<file path="config.mk">
export PLATFORM = sky130hd
export DESIGN_NAME = mean_sq_acc
export DESIGN_NICKNAME = d
export VERILOG_FILES = /design/src/rtl/mean_sq_pkg.sv /design/src/rtl/mean_sq_acc.sv
export SDC_FILE = /design/constraint.sdc
export NUM_CORES = 1
export LEC_CHECK = 0
export BUFFER_PORTS_ARGS = -buffer_cell sky130_fd_sc_hd__buf_2
export CORE_MARGIN = 2
export CORE_UTILIZATION = 65
export CTS_BUF_LIST = sky130_fd_sc_hd__clkbuf_16
export DETAILED_ROUTE_END_ITERATION = 16
export GPL_TIMING_DRIVEN = 0
export PLACE_DENSITY = 0.84
export SYNTH_ARGS = -nofsm -noshare
export SYNTH_HDL_FRONTEND = slang
export SYNTH_SLANG_ARGS = --single-unit
</file>
<file path="constraint.sdc">
create_clock -name clk -period 13.2 [get_ports clk]
set_input_delay 0.66 -clock clk [delete_from_list [all_inputs] [get_ports clk]]
set_output_delay 0.66 -clock clk [all_outputs]
set_load 0.005 [all_outputs]
</file>
<file path="src/rtl/mean_sq_pkg.sv">
`default_nettype none
// ============================================================================
//  Module      : mean_sq_pkg
//  Description : Shared widths and state encoding for the mean-square
//                accumulator (sample width, square width, result width,
//                ACCUM/HOLD state enum).
//  Revision    : 1.0 - initial release
// ============================================================================
package mean_sq_pkg;

    localparam int SAMPLE_W = 8;   // signed input sample width
    localparam int SQ_W     = 15;  // unsigned square width (max 16384 for -128)
    localparam int RESULT_W = 16;  // unsigned mean-square result width

    typedef enum logic [0:0] {
        ACCUM = 1'b0,   // taking samples: in_ready=1, out_valid=0
        HOLD  = 1'b1    // presenting result: in_ready=0, out_valid=1
    } state_e;

endpackage : mean_sq_pkg
`default_nettype wire

</file>
<file path="src/rtl/mean_sq_acc.sv">
`default_nettype none
// ============================================================================
//  Module      : mean_sq_acc
//  Description : Block mean-square accumulator. Squares 2^LOG2_N signed 8-bit
//                samples, sums them and presents sum >> LOG2_N as the x
//                operand of a downstream square-root stage.
//  Config      : MEAN_SQ_ROUND_EN - when defined, adds 2^(LOG2_N-1) before
//                the final shift (round half up); otherwise truncates.
//  Ports       : clk        - sole clock, rising edge
//                rst        - synchronous active-high reset
//                in_valid   - in_data carries a sample
//                in_ready   - a sample is accepted this cycle if in_valid
//                in_data    - signed 8-bit sample
//                out_valid  - out_data holds a fresh mean-square result
//                out_ready  - downstream takes out_data
//                out_data   - unsigned 16-bit mean square
//  Revision    : 1.0 - initial release
// ============================================================================
module mean_sq_acc
    import mean_sq_pkg::*;
#(
    parameter int LOG2_N = 4            // log2 of samples per block, 1..8
) (
    input  logic                clk,
    input  logic                rst,
    input  logic                in_valid,
    output logic                in_ready,
    input  logic [SAMPLE_W-1:0] in_data,
    output logic                out_valid,
    input  logic                out_ready,
    output logic [RESULT_W-1:0] out_data
);

    // Sum of 2^LOG2_N squares of at most 2^14 each never exceeds 2^(14+LOG2_N),
    // and the rounding constant keeps it below 2^(15+LOG2_N): no overflow.
    localparam int ACC_W = SQ_W + LOG2_N;

    state_e              r_state;
    logic [LOG2_N-1:0]   r_count;
    logic [ACC_W-1:0]    r_sum;
    logic [RESULT_W-1:0] r_out;

    logic signed [2*SAMPLE_W-1:0] w_prod;
    logic [ACC_W-1:0]             w_sum_next;
    logic [ACC_W-1:0]             w_total;
    logic                         w_accept;
    logic                         w_last;

    // Square is non-negative; zero-extension into the accumulator is exact.
    assign w_prod     = $signed(in_data) * $signed(in_data);
    assign w_sum_next = r_sum + ACC_W'($unsigned(w_prod));

`ifdef MEAN_SQ_ROUND_EN
    localparam logic [ACC_W-1:0] c_ROUND = ACC_W'(1) << (LOG2_N - 1);
    assign w_total = w_sum_next + c_ROUND;
`else
    assign w_total = w_sum_next;
`endif

    assign in_ready  = (r_state == ACCUM);
    assign out_valid = (r_state == HOLD);
    assign out_data  = r_out;

    assign w_accept = in_valid && in_ready;
    assign w_last   = (r_count == {LOG2_N{1'b1}});

    always_ff @(posedge clk) begin
        if (rst) begin
            r_state <= ACCUM;
            r_count <= '0;
            r_sum   <= '0;
            r_out   <= '0;
        end else begin
            case (r_state)
                ACCUM: begin
                    if (w_accept) begin
                        // Counter wraps to 0 on the final sample of a block.
                        r_count <= r_count + 1'b1;
                        if (w_last) begin
                            r_out   <= RESULT_W'(w_total >> LOG2_N);
                            r_sum   <= '0;
                            r_state <= HOLD;
                        end else begin
                            r_sum   <= w_sum_next;
                        end
                    end
                end
                HOLD: begin
                    if (out_ready) begin
                        r_state <= ACCUM;
                    end
                end
                default: r_state <= ACCUM;
            endcase
        end
    end

endmodule : mean_sq_acc
`default_nettype wire

</file>
==> results of run 1 <==
-- stage by stage --
stage / util [%] / setup slack [ns] / power, mW / area, sq um / std cells
after floorplan: - / 7.192 / 0.9690 / 4422 / 529
after global placement: 69.63 / 6.623 / 1.118 / 4652 / 635
after detailed placement: 69.63 / 6.531 / 1.153 / 4652 / 635
after CTS: 71.74 / 6.813 / 1.276 / 4793 / 643
after global routing: 71.74 / 6.423 / 1.412 / 4793 / 643
final: 71.74 / 6.834 / 1.280 / 4793 / 643
-- per-layer routing --
layer | share of wire [%] | global-route usage, %
met1 | 43 | 34.86
met2 | 50 | 42.24
met3 | 5.0 | 4.286
met4 | 1.4 | 7.102
met5 | 0 | 0
-- area by class of cell --
cell class                      count  share of cell area [%]
Sequential cell                    39                   16.29
Buffer                             19                   1.801
Clock buffer                        5                   2.610
Timing Repair Buffer               26                   2.715
Inverter                           85                   6.656
Clock inverter                      3                  0.3393
Multi-Input combinational cell    386                   67.50
Tap cell                           80                   2.088
-- sequential cells by signal, summed over array words and instances (netlist names) --
| register | flops |
|---|---|
| out_data | 15 |
| r_sum | 19 |
| r_count | 4 |
| out_valid | 1 |
-- worst paths after layout --
kind                                  from                   endpoint  slack, ns  cells past startpoint
setup reg to reg     r_sum[7]$_SDFFE_PP0P_  out_data[11]$_SDFFE_PP0P_      10.72                      9
hold reg to reg   out_data[4]$_SDFFE_PP0P_   out_data[4]$_SDFFE_PP0P_       0.45                      2
setup / recovery                in_data[1]     r_sum[18]$_SDFFE_PP0P_       6.83                     26
hold / removal    out_data[4]$_SDFFE_PP0P_   out_data[4]$_SDFFE_PP0P_       0.45                      2
-- cells in the final DEF (no fill, tap or decap), types with 3 or more instances in the layout --
cell type  instances
clkbuf_1          14
ha_1              44
xor2_1             9
dfxtp_1           39
a21o_1             7
nand2b_1           6
and2_1            13
a211oi_1           6
nand3_1           15
nand3b_1           4
nor2b_1           11
clkbuf_16          5
xnor2_1           28
buf_2             26
o21ai_0            8
nor2_1            28
nand4_1            4
nand2_1           56
o21bai_1           4
or2_2              3
inv_1             86
fa_1              44
a22oi_1           10
a21oi_1           41
a31oi_1            3
-- critical path, stage by stage --
cell and delay, ns:
buf_2 0.11, clkbuf_1 0.21, and2_1 0.22, ha_1 0.29, a21oi_1 0.09, fa_1 0.52, inv_1 0.05, ha_1 0.26
inv_1 0.05, fa_1 0.54, inv_1 0.07, fa_1 0.45, a21o_1 0.19, a21oi_1 0.24, o21bai_1 0.13, a2111oi_2 0.45
o31ai_1 0.13, a21oi_1 0.18, xnor2_1 0.09, ha_1 0.35, and3_2 0.24, nand2_1 0.10, o211ai_4 0.23, nand4_2 0.16
or3_1 0.34, a211oi_2 0.21
-- cell families after synthesis --
kind of cell | Yosys count | synth area share (%)
DFF | 39 | 17.66
AOI/OAI and AO/OA | 102 | 15.51
adders and majority gates | 88 | 32.37
muxes | 1 | 0.2547
xor gates and xnor gates | 37 | 7.329
and+or+nand+nor | 157 | 17.63
other | 1 | 0.08481
buffers and inverters | 104 | 9.168
-- power breakdown --
part | switching, mW | internal [mW]
Clock | 0.0477 | 0.0689
Sequential | 0.00853 | 0.133
Combinational | 0.586 | 0.436
Total | 0.643 | 0.638
==> results.yml, run 1 <==
global_routing:
  antenna_found_initial: 0
  grt_pass1_wl_um: 15400
  grt_pass1_vias: 3490
  grt.overflow.total: 0
  track_usage_pct: 25.58
  grt_max_degree: 13
worst_setup_path:
  path_class: "in -> reg"
  cp.arrival_ns: 6.57
  crit_path_max_fanout: 10
  cp-start-kind: "input pin"
  required_ns: 13.40
  end_kind: "flop"
timing:
  setup_viol: 0
  fin_skew_ns: 0.003401
  rsz0062_at_grt: "no"
  fmax_mhz: 157.1
  hold_viol_final: 0
  hold_ws_ns: 0.4507
  worst_pin_slew_ns: 0.6161
  slew-limit-headroom_pct: 58.77
  final.setup.tns_ns: 0
  maxSlewViolCount: 0
  period_needed_ns: 6.366
  period_share_pct: 48.23
logic_synthesis:
  synth-seq-cells: 39
  ys_top_cells_by_count: "inv_1 (85), nand2_1 (56), fa_1 (44), ha_1 (44), a21oi_1 (41)"
  ys_types: 59
  synth_ff_type: "dfxtp_1"
  syn_nets: 629
  yosysTopAreaCell: "fa_1"
  syn_area_sq_um: 4422
  synth_area_leaders: "fa_1 (20%), dfxtp_1 (18%), ha_1 (12%)"
  synth.most_common_cell: "inv_1"
  yosys_warnings: 0
  syn_avg_cell_area_sq_um: 8.359
  netlist.area_leader.share_pct: 19.92
  ys_async_sr_fraction_pct: 0
  synth_edf_count: 0
  syn-instance-count: 529
  ys_seq_area_share_pct: 17.66
layout:
  regArea_sq_um: 780.7
  diodes: 0
  fill_cells: 523
  drive_gt1_share_pct: 9.591
  multi_input_area_sq_um: 3236
  final_nets: 662
  area_growth_pct: 8.404
die:
  die_x_um: 86.48
  ios: 30
  core_region_area_sq_um: 6681
  die-area_sq_um: 7479
  start_util_pct: 66.18
  fp-row-count: 30
  chipHeight_um: 86.48
clock_network:
  htreeDepth: 2
  cts_root_buf: "clkbuf_16"
  numCtsBuffers: 5
  postCtsHoldBufs: 0
  path_clk_slew_ns: 0.06
  clk_path_buf_depth: 2
  cts_tree: "yes"
  cts.sinks: 39
  clkLatencyLatePin_ns: 0.28
  cts_setup_buffers: 0
  post_cts_resized: 0
routing:
  wl_um: 8962
  wl_per_cell_um: 13.94
  vias: 3694
  via_per_inst: 5.745
  drtIter0Drc: 213
  drc_errors: 0
  dr.pass1.iters: 5
  antenna_left: 0
power:
  p_leak_nw: 2.315
  powerDensity_nw_per_um2: 267.1
  vdd_drop_max_uv: 186.6
flow_run:
  maxCapViolCount: 0
hold_path:
  holdCritPathClass: "reg -> reg"
status:
  outcome: "finished, final reports clean"
placed_design:
  port_buffers: 26
  dp_hpwl_um: 7317
  place_congestion: 0.8673
No activity file was read; power rests on OpenSTA's default activity.
==> inputs of run 2 (changes only) <==
- ABC_AREA: default -> 1
- CORE_UTILIZATION: 65 -> 63
- PLACE_DENSITY: 0.84 -> 0.81
- clock period: 13.2 -> 6.1 ns (I/O delays scaled with it)
==> run 2 against run 1 <==
Sequential power is 120% higher. Flip-flop and latch count stayed put. Area after synthesis is 6.5% higher. Sequential share of layout area is 1.0 points lower. Total power is 120% higher. Wire length is 9.6% higher. Setup slack worse by 6.3 ns. Non-clock buffer count is 3 lower. Critical path depth is 6 higher. Critical path type unchanged. Largest power group unchanged. Highest routed layer unchanged.
==> results.yml, run 2 <==
status:
  outcome: "finished, final reports clean"
power:
  vdd_drop_max_uv: 271.7
  p_leak_nw: 2.991
  powerDensity_nw_per_um2: 548.4
global_routing:
  grt_pass1_vias: 4291
  grt_pass1_wl_um: 17840
  grt.overflow.total: 0
  grt_max_degree: 13
  track_usage_pct: 26.05
  antenna_found_initial: 0
layout:
  largest_reg_flops: 19
  top_register: "r_sum"
  final_nets: 831
  final_cell_mix: "nand2_1 (191), inv_1 (159), nor2_1 (61)"
  area_growth_pct: 8.586
  drive_gt1_share_pct: 6.967
  diodes: 0
  fill_cells: 673
  final_common_cell: "nand2_1"
die:
  die-area_sq_um: 8178
  core_region_area_sq_um: 7253
  fp-row-count: 31
  ios: 30
  die_x_um: 90.44
  start_util_pct: 64.90
  chipHeight_um: 90.44
routing:
  dr.pass1.iters: 4
  vias: 4206
  drc_errors: 0
  wl_um: 9824
  antenna_left: 0
  via_per_inst: 5.061
  drtIter0Drc: 175
  wl_per_cell_um: 11.82
logic_synthesis:
  ys_types: 33
  ys_seq_area_share_pct: 16.59
  ys_top_cells_by_count: "nand2_1 (191), inv_1 (159), nor2_1 (61)"
  synth_ff_type: "dfxtp_1"
  syn_avg_cell_area_sq_um: 6.715
  yosys_warnings: 0
  synth_edf_count: 0
  syn_nets: 801
  ys_async_sr_fraction_pct: 0
  synth.most_common_cell: "nand2_1"
  syn_area_sq_um: 4707
  synth-seq-cells: 39
  syn-instance-count: 701
  netlist.area_leader.share_pct: 18.71
  synth_area_leaders: "fa_1 (19%), dfxtp_1 (17%), nand2_1 (15%)"
  yosysTopAreaCell: "fa_1"
flow_run:
  maxCapViolCount: 0
worst_setup_path:
  required_ns: 6.28
  path_delay_family: "adder cells"
  cp.arrival_ns: 5.72
  crit_path_max_fanout: 9
  cp-start-kind: "input pin"
  cp_slowest_cell: "fa_1"
  regToRegSetupSlack_ns: 4.14
  end_kind: "flop"
  crit_top_cell: "nand2_1"
  cpPeakStageDelay_ns: 0.55
  path_class: "in -> reg"
  path_buf_inv: 7
clock_network:
  cts.sinks: 39
  htreeDepth: 2
  cts_tree: "yes"
  postCtsHoldBufs: 0
  path_clk_slew_ns: 0.06
  clk_path_buf_depth: 2
  clkLatencyLatePin_ns: 0.28
  post_cts_resized: 0
  cts_root_buf: "clkbuf_16"
  numCtsBuffers: 5
  cts_setup_buffers: 0
placed_design:
  dp_slack_ns: 0.1897
  port_buffers: 24
  dp_hpwl_um: 8189
  place_congestion: 0.9068
timing:
  period_share_pct: 90.79
  final.setup.tns_ns: 0
  fin_skew_ns: 0.004260
  period_needed_ns: 5.538
  setup_viol: 0
  worst_pin_slew_ns: 0.6140
  hold_ws_ns: 0.3153
  slew-limit-headroom_pct: 59.07
  rsz0062_at_grt: "no"
  fmax_mhz: 180.6
  maxSlewViolCount: 0
  worst_slack_ns: 0.5617
  hold_viol_final: 0
hold_path:
  holdCritPathClass: "in -> reg"
[run 2: changes by cell type after synthesis, moves of 7 or more]
cell and change:
xnor2_1 -20, xor2_1 +7, nand3_1 +20, nor2b_1 -11, inv_1 +74, nor2_1 +33
and2_1 -12, nand2_1 +135, a22oi_1 -9
[run 2: kinds of logic (layout without fill, tap and decap cells)]
kind of cell	count (synthesis)	count (layout)	synth area share, %
compound gates	62	62	7.097
xor+xnor	24	24	4.466
fa+ha+maj	88	88	30.41
buf+inv	181	212	14.89
flops	39	39	16.59
other cells	1	1	0.07967
simple gates	306	306	26.48
[run 2: cell type report]
class | count | area [sq um] | share of cell area, %
Multi-Input combinational cell | 481 | 3226 | 63.11
Sequential cell | 39 | 780.7 | 15.28
Inverter | 162 | 608.1 | 11.90
Clock buffer | 5 | 125.1 | 2.448
Tap cell | 99 | 123.9 | 2.424
Timing Repair Buffer | 24 | 120.1 | 2.350
Buffer | 18 | 88.84 | 1.738
Clock inverter | 3 | 38.79 | 0.7589
[run 2: worst reg2reg max path: stages (launching register included)]
cell,delay (ns)
dfxtp_1,0.32
ha_1,0.24
ha_1,0.25
nand3_1,0.10
nand3_1,0.15
nand2_1,0.11
nand2_1,0.11
a21oi_1,0.25
inv_1,0.08
nand2_1,0.08
nand3_1,0.07
a21oi_1,0.13
[run 2: path summary, 6_finish.rpt]
check	startpoint	to	cells past startpoint
max	in_data[3]	out_data[13]$_SDFFE_PP0P_	32
min	out_ready	out_valid$_SDFF_PP0_	4
max reg2reg	r_sum[0]$_SDFFE_PP0P_	r_sum[12]$_SDFFE_PP0P_	11
min reg2reg	r_sum[7]$_SDFFE_PP0P_	r_sum[7]$_SDFFE_PP0P_	2
[run 2: layer usage]
metal	track usage, %	share of wire [%]
met1	29.04	43
met2	52.57	53
met3	1.419	2.4
met4	7.692	2.3
met5	0	0
[run 2: power breakdown]
group / total, mW / internal [mW] / switching [mW]
sequential: 0.307 / 0.288 / 0.0188
clock: 0.295 / 0.191 / 0.105
combinational: 2.20 / 0.800 / 1.40
[run 2: stage by stage]
stage | power [mW] | area (sq um) | cells | util, %
floorplan | 2.051 | 4707 | 701 | -
global placement | 2.401 | 4951 | 824 | 68.26
detailed placement | 2.477 | 4951 | 824 | 68.26
CTS | 2.792 | 5115 | 832 | 70.52
global route | 3.164 | 5111 | 831 | 70.47
finish | 2.803 | 5111 | 831 | 70.47
==> inputs of run 3 (changes only) <==
- CORE_MARGIN: 2 -> default
==> run 3 against run 2 <==
Fmax grew 0.24%. Critical path type unchanged. Combinational power is essentially flat. Critical endpoint unchanged. Cell count is the same. Die area shrank 4.4%. Largest power group unchanged. Highest routed layer unchanged.
==> results.yml, run 3 (synthesized netlist as in run 2, its figures left out) <==
die:
  die-area_sq_um: 7821
  ios: 30
  die_x_um: 88.44
  chipHeight_um: 88.44
  start_util_pct: 64.90
  core_region_area_sq_um: 7253
  fp-row-count: 31
timing:
  slew-limit-headroom_pct: 60.31
  fmax_mhz: 181.0
  period_needed_ns: 5.525
  hold_ws_ns: 0.3094
  hold_viol_final: 0
  rsz0062_at_grt: "no"
  period_share_pct: 90.58
  fin_skew_ns: 0.004166
  maxSlewViolCount: 0
  worst_pin_slew_ns: 0.5953
  setup_viol: 0
  final.setup.tns_ns: 0
global_routing:
  antenna_found_initial: 0
  grt_max_degree: 13
  track_usage_pct: 28.34
  grt_pass1_wl_um: 17350
  grt.overflow.total: 0
  grt_pass1_vias: 4154
routing:
  drc_errors: 0
  dr.pass1.iters: 6
  antenna_left: 0
  wl_per_cell_um: 12.19
  via_per_inst: 5.075
  vias: 4217
  drtIter0Drc: 187
  wl_um: 10130
clock_network:
  htreeDepth: 2
  clk_path_buf_depth: 2
  numCtsBuffers: 5
  cts_tree: "yes"
  postCtsHoldBufs: 0
  post_cts_resized: 0
  cts.sinks: 39
  cts_root_buf: "clkbuf_16"
  path_clk_slew_ns: 0.06
  cts_setup_buffers: 0
  clkLatencyLatePin_ns: 0.28
worst_setup_path:
  cpPeakStageDelay_ns: 0.54
  r2r_end: "r_sum[12]$_SDFFE_PP0P_"
  crit_top_cell: "nand2_1"
  cp_slowest_cell: "fa_1"
  crit_path_max_fanout: 9
  cp-start-kind: "input pin"
  regToRegSetupSlack_ns: 4.21
  path_class: "in -> reg"
  cp.arrival_ns: 5.71
  r2r_cells: 11
  reg2reg_from: "r_sum[0]$_SDFFE_PP0P_"
  end_kind: "flop"
  required_ns: 6.28
layout:
  drive_gt1_share_pct: 6.967
  final_common_cell: "nand2_1"
  multi_input_area_sq_um: 3226
  fill_cells: 646
  largest_reg_flops: 19
  regArea_sq_um: 780.7
  final_core_util_pct: 70.81
  diodes: 0
  area_growth_pct: 9.118
  postLayoutCellArea_sq_um: 5136
  top_register: "r_sum"
  final_cell_mix: "nand2_1 (191), inv_1 (160), nor2_1 (61)"
  final_nets: 831
power:
  p_leak_nw: 3.005
  vdd_drop_max_uv: 272.1
  power.total_mw: 2.866
  powerDensity_nw_per_um2: 558.0
placed_design:
  dp_hpwl_um: 8297
  port_buffers: 24
  place_congestion: 0.9287
  placed_area_sq_um: 4951
hold_path:
  whs_endpoint: "out_valid$_SDFF_PP0_"
  hold_start: "out_ready"
  holdCritPathClass: "in -> reg"
  hold_depth: 4
status:
  outcome: "finished, final reports clean"
flow_run:
  maxCapViolCount: 0
[run 3: cell types whose count changed in the layout (fill, tap and decap cells not counted), sizes merged]
cell | previous run | this run
clkinv | 3 | 1
bufinv | 1 | 2
inv | 161 | 162
[run 3: power by group]
| part | switching [mW] | total [mW] | internal, mW |
|---|---|---|---|
| clock | 0.102 | 0.335 | 0.233 |
| sequential | 0.0196 | 0.307 | 0.288 |
| combinational | 1.42 | 2.22 | 0.802 |
| total | 1.54 | 2.87 | 1.32 |
[run 3: final cells by class]
type                       count  area share, %
tap                           99          2.412
buffer                        18          1.730
sequential                    39          15.20
timing repair buffer          24          2.339
clock buffer                   5          2.436
inverter                     162          11.84
multi-input combinational    481          62.80
clock inverter                 3          1.242
[run 3: worst max-delay path by stage]
stage,from,endpoint,slack [ns],depth (start not counted)
2_1_floorplan,in_data[2],out_data[13]$_SDFFE_PP0P_,0.91,31
3_3_place_gp,in_data[3],out_data[13]$_SDFFE_PP0P_,0.34,32
3_5_place_dp,in_data[1],out_data[13]$_SDFFE_PP0P_,0.23,37
4_1_cts,in_data[1],out_data[13]$_SDFFE_PP0P_,0.51,37
5_1_grt,in_data[0],out_data[13]$_SDFFE_PP0P_,0.1,36
6_report,in_data[0],out_data[13]$_SDFFE_PP0P_,0.57,36
[run 3: routing by layer]
| metal | vias up | GRT usage, % | wire length (um) |
|---|---|---|---|
| li1 | 2148 | - | - |
| met1 | 1942 | 31.23 | 4242 |
| met2 | 100 | 55.66 | 5436 |
| met3 | 27 | 3.265 | 239 |
| met4 | 0 | 9.677 | 208 |
| met5 | - | 0 | 0 |
[run 3: critical path, delay by kind of cell]
family                     cells  cell delay (ns)
adders and majority gates      6             2.42
and+or+nand+nor               19             1.90
buffers and inverters          9             0.67
AOI/OAI and AO/OA              2             0.39
[run 3: stage by stage]
stage | setup WS (ns) | std cells
after floorplan | 0.9076 | 701
after detailed placement | 0.2335 | 824
final | 0.5749 | 831
after global placement | 0.3440 | 824
after global routing | 0.09930 | 831
after CTS | 0.5109 | 832
